[src/rtl/alu_sched.sv]
// alu_sched: round-robin sequencer sharing one OP_SIZE-bit ALU between two requesters, owning the CCR {C,V,N,Z}.
// Optional ALU_SCHED_CTX_EN keeps one CCR context per requester; the ccr port shows the most recently served one.
module alu_sched #(
  parameter int OP_SIZE = 4
) (
  input  logic               clk,
  input  logic               rst_n,
  input  logic               req0_valid,
  output logic               req0_ready,
  input  logic [2:0]         req0_op,
  input  logic [OP_SIZE-1:0] req0_a,
  input  logic [OP_SIZE-1:0] req0_b,
  input  logic               req1_valid,
  output logic               req1_ready,
  input  logic [2:0]         req1_op,
  input  logic [OP_SIZE-1:0] req1_a,
  input  logic [OP_SIZE-1:0] req1_b,
  output logic               res_valid,
  output logic               res_id,
  output logic [OP_SIZE-1:0] res_r,
  output logic               res_err,
  output logic [3:0]         ccr
);

  localparam logic [1:0] S_IDLE  = 2'd0;
  localparam logic [1:0] S_EXEC  = 2'd1;
  localparam logic [1:0] S_FLAGS = 2'd2;
  localparam logic [1:0] S_DONE  = 2'd3;

  localparam logic [2:0] OP_ADD = 3'd0;
  localparam logic [2:0] OP_SUB = 3'd1;
  localparam logic [2:0] OP_AND = 3'd2;
  localparam logic [2:0] OP_OR  = 3'd3;
  localparam logic [2:0] OP_XOR = 3'd4;

  localparam int MSB = OP_SIZE - 1;

  logic [1:0]         state;
  logic               last_grant;
  logic [2:0]         op_q;
  logic [OP_SIZE-1:0] a_q;
  logic [OP_SIZE-1:0] b_q;
  logic               id_q;
  logic [OP_SIZE:0]   r_q;
  logic               err_q;

  logic               grant1;
  logic               xfer;
  logic [OP_SIZE:0]   alu_r;
  logic               alu_illegal;
  logic [3:0]         cur_ccr;
  logic [3:0]         ccr_next;

  // Handshake: a transfer happens on a rising edge where reqX_valid & reqX_ready.
  // ready is combinational, only in IDLE and out of reset, for the single granted
  // requester; on a tie the requester not granted last wins.
  always_comb begin
    grant1     = req1_valid & (~req0_valid | ~last_grant);
    req0_ready = (state == S_IDLE) & rst_n & req0_valid & ~grant1;
    req1_ready = (state == S_IDLE) & rst_n & grant1;
    xfer       = req0_ready | req1_ready;
  end

  // Bit OP_SIZE carries the ADD carry out or the SUB borrow.
  always_comb begin
    alu_r       = '0;
    alu_illegal = 1'b0;
    case (op_q)
      OP_ADD:  alu_r = {1'b0, a_q} + {1'b0, b_q};
      OP_SUB:  alu_r = {1'b0, a_q} - {1'b0, b_q};
      OP_AND:  alu_r = {1'b0, a_q & b_q};
      OP_OR:   alu_r = {1'b0, a_q | b_q};
      OP_XOR:  alu_r = {1'b0, a_q ^ b_q};
      default: alu_illegal = 1'b1;
    endcase
  end

`ifdef ALU_SCHED_CTX_EN
  logic [3:0] ctx0;
  logic [3:0] ctx1;
  logic       show_id;
  assign cur_ccr = id_q ? ctx1 : ctx0;
  assign ccr     = show_id ? ctx1 : ctx0;
`else
  logic [3:0] ccr_q;
  assign cur_ccr = ccr_q;
  assign ccr     = ccr_q;
`endif

  // Logic ops leave C and V as they were in the owning context.
  always_comb begin
    ccr_next    = cur_ccr;
    ccr_next[1] = r_q[MSB];
    ccr_next[0] = (r_q[MSB:0] == '0);
    if (op_q == OP_ADD) begin
      ccr_next[3] = r_q[OP_SIZE];
      ccr_next[2] = (a_q[MSB] == b_q[MSB]) & (r_q[MSB] != a_q[MSB]);
    end else if (op_q == OP_SUB) begin
      ccr_next[3] = r_q[OP_SIZE];
      ccr_next[2] = (a_q[MSB] != b_q[MSB]) & (r_q[MSB] != a_q[MSB]);
    end
  end

  always_ff @(posedge clk) begin
    if (!rst_n) begin
      state      <= S_IDLE;
      last_grant <= 1'b1;
      op_q       <= '0;
      a_q        <= '0;
      b_q        <= '0;
      id_q       <= 1'b0;
      r_q        <= '0;
      err_q      <= 1'b0;
      res_valid  <= 1'b0;
      res_id     <= 1'b0;
      res_r      <= '0;
      res_err    <= 1'b0;
`ifdef ALU_SCHED_CTX_EN
      ctx0       <= '0;
      ctx1       <= '0;
      show_id    <= 1'b0;
`else
      ccr_q      <= '0;
`endif
    end else begin
      res_valid <= 1'b0;
      case (state)
        S_IDLE: begin
          if (xfer) begin
            op_q       <= req1_ready ? req1_op : req0_op;
            a_q        <= req1_ready ? req1_a  : req0_a;
            b_q        <= req1_ready ? req1_b  : req0_b;
            id_q       <= req1_ready;
            last_grant <= req1_ready;
            state      <= S_EXEC;
          end
        end
        S_EXEC: begin
          r_q   <= alu_r;
          err_q <= alu_illegal;
          state <= S_FLAGS;
        end
        S_FLAGS: begin
`ifdef ALU_SCHED_CTX_EN
          if (!err_q) begin
            if (id_q) ctx1 <= ccr_next;
            else      ctx0 <= ccr_next;
          end
          show_id <= id_q;
`else
          if (!err_q) ccr_q <= ccr_next;
`endif
          state <= S_DONE;
        end
        default: begin
          res_valid <= 1'b1;
          res_id    <= id_q;
          res_r     <= r_q[MSB:0];
          res_err   <= err_q;
          state     <= S_IDLE;
        end
      endcase
    end
  end

endmodule

[config.mk]
export PLATFORM = sky130hd
export DESIGN_NAME = alu_sched
export DESIGN_NICKNAME = d
export VERILOG_FILES = /design/src/rtl/alu_sched.sv
export SDC_FILE = /design/constraint.sdc
export NUM_CORES = 1
export LEC_CHECK = 0
export BUFFER_PORTS_ARGS = -buffer_cell sky130_fd_sc_hd__buf_2
export CAP_MARGIN = 20
export CORE_UTILIZATION = 54
export CTS_CLUSTER_DIAMETER = 50
export DETAILED_ROUTE_END_ITERATION = 8
export PLACE_DENSITY = 0.86
export SYNTH_ARGS = -nofsm -noshare
export SYNTH_HDL_FRONTEND = slang
export SYNTH_SLANG_ARGS = --single-unit
[constraint.sdc]
create_clock -name clk -period 2.92 [get_ports clk]
set_input_delay 0.292 -clock clk [delete_from_list [all_inputs] [get_ports clk]]
set_output_delay 0.292 -clock clk [all_outputs]
set_load 0.01 [all_outputs]
==> results.toml, run 1 <==
[global_route]
grt_pass1_wl_um = 6300
track_usage_pct = 23.3
grt_max_degree = 39
antenna_found_initial = 0
grt_pass1_vias = 1364
grt-ovfl-total = 0

[critical_path]
crit_path_max_incr_delay_ns = 0.45
crit_type = "register to register"
cp_slowest_cell = "fa_1"
crit_path_end_kind = "register"
cp.required_ns = 3.15
critPathMaxFanout = 10
arrival_ns = 2.50
cp_cell_sequence = "nor2_1 > nand2_1 > mux2i_1 > fa_1 > xnor2_1 > o22ai_1 > a221oi_2 > nor3b_1"
crit_path_start_kind = "register"

[synthesis]
yosys.area.top_type = "dfxtp_1"
netlist_area_um2 = 1900
synth_edf_count = 0
synth-simple-area-share_pct = 16.5
synth_area_leaders = "dfxtp_1, ha_1, mux2i_1"
synth.top_cells.by_count = "dfxtp_1, nand2_1, ha_1"
synth.mux.area_fraction_pct = 4.74
synthArstFlopShare_pct = 0
synth_compound_area_share_pct = 22.5
synth_nets = 254
synth_top_family_by_area = "compound AO/OA/AOI/OAI gates"
syn-instance-count = 209
synth-adder-area-share_pct = 12.9
synth-xor-area-share_pct = 2.77
yosys_warnings = 0
yosysSeqAreaShare_pct = 33.7
yosys.cell_count.top_type = "dfxtp_1"
synth_cell_types = 49
netlist.area_leader.share_pct = 33.7
avgSynthCellArea_um2 = 9.09
yosys_most_used_dff = "dfxtp_1"
ys_ff_latch = 32

[clocking]
post_cts_buffers = 0
h-tree-depth = 2
cts-hold-fix-buffers = 0
cts_buffers = 5
clkSinkCount = 32
clk_latency_ns = 0.34
cts_tree = "yes"
cts_resized = 0
cts.path.max_buffers = 2
clockRootBuffer = "clkbuf_4"
path_clk_slew_ns = 0.11

[final_layout]
diodes = 0
final_util_pct = 63.0
syn_to_final_growth_pct = 11.5
layout-drive-gt1-share_pct = 22.7
nets = 287
final_area_um2 = 2120
final_cells = 288

[route]
via_per_inst = 5.32
drc = 0
wl_per_cell_um = 12.9
dr_total_vias = 1532
routed_wl_um = 3730
antenna_left = 0
dr.pass1.iters = 4
drt_iter0_drc = 34

[job]
max-cap-violations = 0

[sta]
grt_setup_unrepaired = "no"
whs_ns = 0.228
hold_violations = 0
postLayoutSetupSlackWorst_ns = 0.647
slew_headroom_pct = 48.4
setup_viol = 0
min_period_ns = 2.27
finalCritPeriodShare_pct = 77.9
fmax_mhz = 440
slew_viol_final = 0
tns_ns = 0
clock-skew-final_ns = 0.0156
tightest_slew_ns = 0.771

[die]
die_y_um = 61.3
fp-row-count = 21
initial_utilization_pct = 56.5
dieArea_um2 = 3760
core_area_um2 = 3360
boundaryPins = 39
die_w_um = 61.3

[pwr]
pwr_density_cell_nw_per_um2 = 652
p_leak_nw = 0.906
power.total_mw = 1.38
ir_worst_vdd_uv = 337

[run_status]
status = "completed"

[placement]
post-place-ws_ns = 0.690
io_buffers = 38
dp_hpwl_um = 2820
dp.cells = 281
gp_congestion = 0.906
place_area_um2 = 2070

[worst_hold_path]
hold_class = "input port to register"
## flip-flops by register name, indices dropped and copies added (netlist names)
| signal | cells |
|---|---|
| a_q | 4 |
| b_q | 4 |
| ccr | 4 |
| err_q | 1 |
| id_q | 1 |
| last_grant | 1 |
| op_q | 3 |
| r_q | 5 |
| res_err | 1 |
| res_id | 1 |
| res_r | 4 |
| res_valid | 1 |
| state | 2 |
## critical path, delay by kind of cell, from the launching register on
kind	cells	cell delay (ns)
simple gates	3	0.53
xor+xnor	1	0.16
flops	1	0.43
compound gates	2	0.40
fa+ha+maj	1	0.45
mux	1	0.19
## path summary, 6_finish.rpt
path	start	to	slack (ns)	cells past startpoint
worst max-delay path	op_q[1]	r_q[2]	0.65	8
worst max register to register	op_q[1]	r_q[2]	0.65	8
worst min-delay path	req0_op[2]	op_q[2]	0.23	3
worst min register to register	ccr[2]	ccr[2]	0.46	2
## cells in the final DEF (no fill, tap or decap), types with 3 or more instances in the layout
master,instances
nand3_1,3
ha_1,18
xnor2_1,4
a21boi_0,4
buf_2,38
a22oi_1,11
o21ai_0,7
a21oi_1,6
nor2b_1,13
a21boi_1,10
dfxtp_1,32
inv_1,15
mux2i_1,9
nor2_1,7
clkbuf_4,5
nand2_1,19
## routing by layer
metal,GRT usage (%),wire [µm],vias to the layer above
met5,0,0,-
met2,37.6,1740,51
li1,-,-,797
met4,10.1,74,0
met3,5.67,171,8
met1,29.6,1740,676
## layout make-up
type / count / area [µm²]
Clock buffer: 6 / 41.3
Clock inverter: 1 / 5.00
Fill cell: 315 / 1240
Inverter: 15 / 56.3
Multi-Input combinational cell: 150 / 1130
Sequential cell: 32 / 641
Tap cell: 46 / 57.6
Timing Repair Buffer: 38 / 190
## report_power, final
part / total [mW] / switching (mW) / internal, mW
combinational: 0.565 / 0.296 / 0.268
clock: 0.237 / 0.149 / 0.0886
sequential: 0.579 / 0.0766 / 0.503
## cell families (layout without fill, tap and decap cells)
kind of cell,count (synthesis),count (layout)
AOI/OAI and AO/OA,58,58
xor gates and xnor gates,6,6
adders and majority gates,19,19
buffers and inverters,27,60
DFF,32,32
muxes,9,9
and+or+nand+nor,58,58
Power figures use the tool's default switching activity.
==> run 2: changes to the inputs <==
Clock period 2.92 ns to 2.25 ns, I/O delays scaled along.
==> run 2 against run 1 <==
Effect of this change:
- die area unchanged
- setup slack got worse by 0.51 ns
- routed wire length is 2.5% lower
- power increased by 32%
- global-route usage is 1.6 points lower
- worst hold slack got worse by 0.074 ns
- sequential power grew 27%
- clock-buffer cell count fell by 1
- sequential cell count unchanged
- largest power group is now combinational cells
- highest routed layer unchanged
==> results.toml, run 2 (synthesized netlist as in run 1, its figures left out) <==
[final_layout]
diodes = 0
syn_to_final_growth_pct = 14.4
final_util_pct = 64.6
nets = 291
final_common_cell = "buf_2"
mostFrequentLayoutCells = "buf_2, dfxtp_1, nand2_1, ha_1, inv_1"
layout-drive-gt1-share_pct = 24.7
regMostFlops = "r_q"
largest_register_ffs = 5
fillers = 310

[die]
initial_utilization_pct = 56.5
die_y_um = 61.3
core_area_um2 = 3360
die_w_um = 61.3
boundaryPins = 39
dieArea_um2 = 3760
fp-row-count = 21

[critical_path]
critPathMaxFanout = 12
arrival_ns = 1.88
crit_path_start_kind = "register"
ff2ff_path_depth = 7
crit_type = "register to output port"
cp.required_ns = 2.03
crit_path_end_kind = "output port"

[clocking]
clockRootBuffer = "clkbuf_4"
clk_latency_ns = 0.34
h-tree-depth = 2
post_cts_buffers = 0
cts-hold-fix-buffers = 0
path_clk_slew_ns = 0.10
clkSinkCount = 32
cts_tree = "yes"
cts.path.max_buffers = 2
cts_resized = 0
cts_buffers = 5

[sta]
tightest_slew_ns = 0.788
setup_viol = 0
tns_ns = 0
slew_viol_final = 0
slew_headroom_pct = 47.2
clock-skew-final_ns = 0.00889
fmax_mhz = 474
whs_ns = 0.154
hold_violations = 0
min_period_ns = 2.11
finalCritPeriodShare_pct = 93.7

[pwr]
pwr-share-seq_pct = 40.1
sw_frac_of_total_pct = 37.8
clkPwrFrac_pct = 18.0
pwr_density_cell_nw_per_um2 = 841
power_switching_uw = 690
p_leak_nw = 0.936
ir_worst_vdd_uv = 442
p_int_mw = 1.14
power_frac_comb_pct = 41.8

[global_route]
track_usage_pct = 21.7
grt_pass1_wl_um = 5910
antenna_found_initial = 0
grt_pass1_vias = 1392
grt-ovfl-total = 0
grt_max_degree = 39

[run_status]
status = "completed"

[route]
via_per_inst = 5.39
antenna_left = 0
dr.pass1.iters = 4
wl_per_cell_um = 12.4
drc = 0
routed_wl_um = 3630
drt_iter0_drc = 42
dr_total_vias = 1578

[placement]
dp_hpwl_um = 2710
io_buffers = 38
gp_congestion = 0.894

[job]
max-cap-violations = 0

[worst_hold_path]
hold_class = "input port to register"
holdPathStages = 3
-- run 2: final timing paths --
path	from	to	slack, ns
setup reg to reg	b_q[1]	r_q[1]	0.18
setup / recovery	state[0]	req0_ready	0.14
hold / removal	req0_a[0]	a_q[0]	0.15
hold reg to reg	ccr[2]	ccr[2]	0.48
-- run 2: power groups by stage --
stage	clock network, mW	logic [mW]	registers [mW]
after floorplan	0	0.608	0.727
after detailed placement	0	0.751	0.745
after CTS	0.343	0.755	0.732
final	0.330	0.764	0.733
after global placement	0	0.738	0.742
after global routing	0.371	0.866	0.749
-- run 2: per-layer routing --
| metal | global-route usage (%) | wire length [µm] | share of wire (%) |
|---|---|---|---|
| met1 | 27.1 | 1690 | 46 |
| met2 | 35.9 | 1680 | 46 |
| met3 | 5.67 | 216 | 5.9 |
| met4 | 8.44 | 50 | 1.4 |
| met5 | 0 | 0 | 0 |
-- run 2: through the flow --
step	std cells	worst slack (ns)	cell area (µm²)	power, mW
3_3_place_gp	285	0.218	2100	1.48
2_1_floorplan	209	0.209	1900	1.33
6_report	293	0.141	2170	1.83
5_1_grt	293	-0.00830	2170	1.99
3_5_place_dp	285	0.178	2100	1.50
4_1_cts	293	0.0731	2160	1.83
-- run 2: cell type report --
type	instances	area [µm²]	share of cell area (%)
Tap cell	46	57.6	2.65
Clock buffer	5	37.5	1.73
Sequential cell	32	641	29.5
Multi-Input combinational cell	150	1140	52.6
Timing Repair Buffer	42	220	10.1
Clock inverter	3	18.8	0.864
Inverter	15	56.3	2.59
-- run 2: worst max-delay path, stage by stage (launching register included) --
cell and delay, ns:
dfxtp_1 0.37, inv_1 0.10, ha_1 0.33, nand3_1 0.19, a21oi_4 0.34, buf_2 0.21
==> run 3: changes to the inputs <==
--- a/config.mk
+++ b/config.mk
@@ -11,4 +11,5 @@
 export CTS_CLUSTER_DIAMETER = 50
 export DETAILED_ROUTE_END_ITERATION = 8
+export HOLD_SLACK_MARGIN = 0.06
 export PLACE_DENSITY = 0.86
 export SYNTH_ARGS = -nofsm -noshare
==> constraint.sdc (replaced) <==
create_clock -name clk -period 2.25 [get_ports clk]
set_input_delay 0.225 -clock clk [delete_from_list [all_inputs] [get_ports clk]]
set_output_delay 0.225 -clock clk [all_outputs]
set_load 0.1 [all_outputs]
==> run 3 against run 2 <==
Effect of this change:
- die area unchanged
- first-iteration DRC count up 62%
- register-to-register slack worse by 0.02 ns
- combinational power up 18%
- clock power down 8.2%
- design area up 0.92%
- sequential power about the same
- power up 6.2%
- sequential share of layout area down 0.27 points
- via count up 1.1%
- clock skew about the same
- fmax up 0.73%
- critical path type is now register to register
- largest power group unchanged
==> results.toml, run 3 (synthesized netlist as in run 1, its figures left out) <==
[run_status]
status = "completed"

[final_layout]
layout-drive-gt1-share_pct = 24.6
nets = 293
syn_to_final_growth_pct = 15.5
mostFrequentLayoutCells = "buf_2, dfxtp_1, nand2_1, ha_1, inv_1"
largest_register_ffs = 5
diodes = 0
regMostFlops = "r_q"
final_common_cell = "buf_2"

[clocking]
cts-hold-fix-buffers = 0
clk_latency_ns = 0.34
post_cts_buffers = 0
path_clk_slew_ns = 0.10
cts.path.max_buffers = 2
cts_buffers = 5
cts_tree = "yes"
cts_resized = 0
clkSinkCount = 32
clockRootBuffer = "clkbuf_4"
h-tree-depth = 2

[sta]
fmax_mhz = 478
clock-skew-final_ns = 0.00937
hold_violations = 0
postLayoutSetupSlackWorst_ns = 0.156
slew_viol_final = 0
setup_viol = 0
tns_ns = 0
slew_headroom_pct = 48.0
grt_setup_unrepaired = "no"
min_period_ns = 2.09
tightest_slew_ns = 0.777
whs_ns = 0.157
finalCritPeriodShare_pct = 93.1

[pwr]
ir_worst_vdd_uv = 524
pwr_density_cell_nw_per_um2 = 885
p_leak_nw = 0.944

[global_route]
antenna_found_initial = 0
grt_pass1_vias = 1381
grt_max_degree = 39
grt-ovfl-total = 0
grt_pass1_wl_um = 5910
track_usage_pct = 21.3

[critical_path]
crit_path_start_kind = "register"
cp_slowest_cell = "dfxtp_1"
worst-path-buf-inv = 1
crit_type = "register to register"
arrival_ns = 2.33
crit_path_max_incr_delay_ns = 0.41
crit_path_end_kind = "register"
r2r_slack_ns = 0.16
critPathMaxFanout = 5
cp_common_cell = "ha_1"
cp_cell_sequence = "inv_1 > ha_1 > a21oi_1 > xnor2_1 > ha_1 > nand3b_1 > and3_1 > o21a_1 > o221a_2"
cp_top_family = "adder cells"
cp.required_ns = 2.48

[route]
dr_total_vias = 1595
drt_iter0_drc = 68
routed_wl_um = 3680
via_per_inst = 5.43
drc = 0
wl_per_cell_um = 12.5
dr.pass1.iters = 4
antenna_left = 0

[worst_hold_path]
hold_class = "input port to register"

[die]
initial_utilization_pct = 56.5
boundaryPins = 39
dieArea_um2 = 3760
fp-row-count = 21
die_w_um = 61.3
die_y_um = 61.3
core_area_um2 = 3360

[placement]
post-place-ws_ns = 0.170
io_buffers = 38
gp_congestion = 0.892
dp_hpwl_um = 2840

[job]
max-cap-violations = 0
run 3: where the power goes:
group | switching [mW] | internal (mW) | total [mW]
clock | 0.188 | 0.115 | 0.303
combinational | 0.518 | 0.387 | 0.905
sequential | 0.0817 | 0.652 | 0.734
run 3: routing by layer:
layer / global-route usage [%] / vias up / part of all wire, %
met5: 0 / - / 0
met4: 7.47 / 0 / 1.6
met3: 5.04 / 9 / 4.6
met2: 33.2 / 52 / 47
met1: 28.7 / 725 / 47
li1: - / 809 / -
run 3: tightest hold or removal path, cell delays in order:
cell and delay [ns]:
buf_2 0.07, a22oi_1 0.05, a21boi_1 0.11
run 3: final timing paths:
check | from | endpoint | cells past startpoint
worst max-delay path | b_q[0] | r_q[3] | 9
worst min-delay path | req0_b[3] | b_q[3] | 3
worst max register to register | b_q[0] | r_q[3] | 9
worst min register to register | ccr[2] | ccr[2] | 2
run 3: per-stage QoR:
step | instance area (µm²) | std cells | total power [mW] | utilization, %
global placement | 2150 | 287 | 1.62 | 63.8
global route | 2190 | 294 | 2.09 | 65.2
finish | 2190 | 294 | 1.94 | 65.2
detailed placement | 2150 | 287 | 1.65 | 63.8
floorplan | 1900 | 209 | 1.45 | -
CTS | 2190 | 294 | 1.94 | 65.2
run 3: final cells by class:
| cell class | count | area [µm²] |
|---|---|---|
| Sequential cell | 32 | 641 |
| Inverter | 15 | 56.3 |
| Clock inverter | 1 | 5.00 |
| Clock buffer | 6 | 41.3 |
| Tap cell | 46 | 57.6 |
| Timing Repair Buffer | 44 | 265 |
| Multi-Input combinational cell | 150 | 1130 |
| Fill cell | 311 | 1170 |
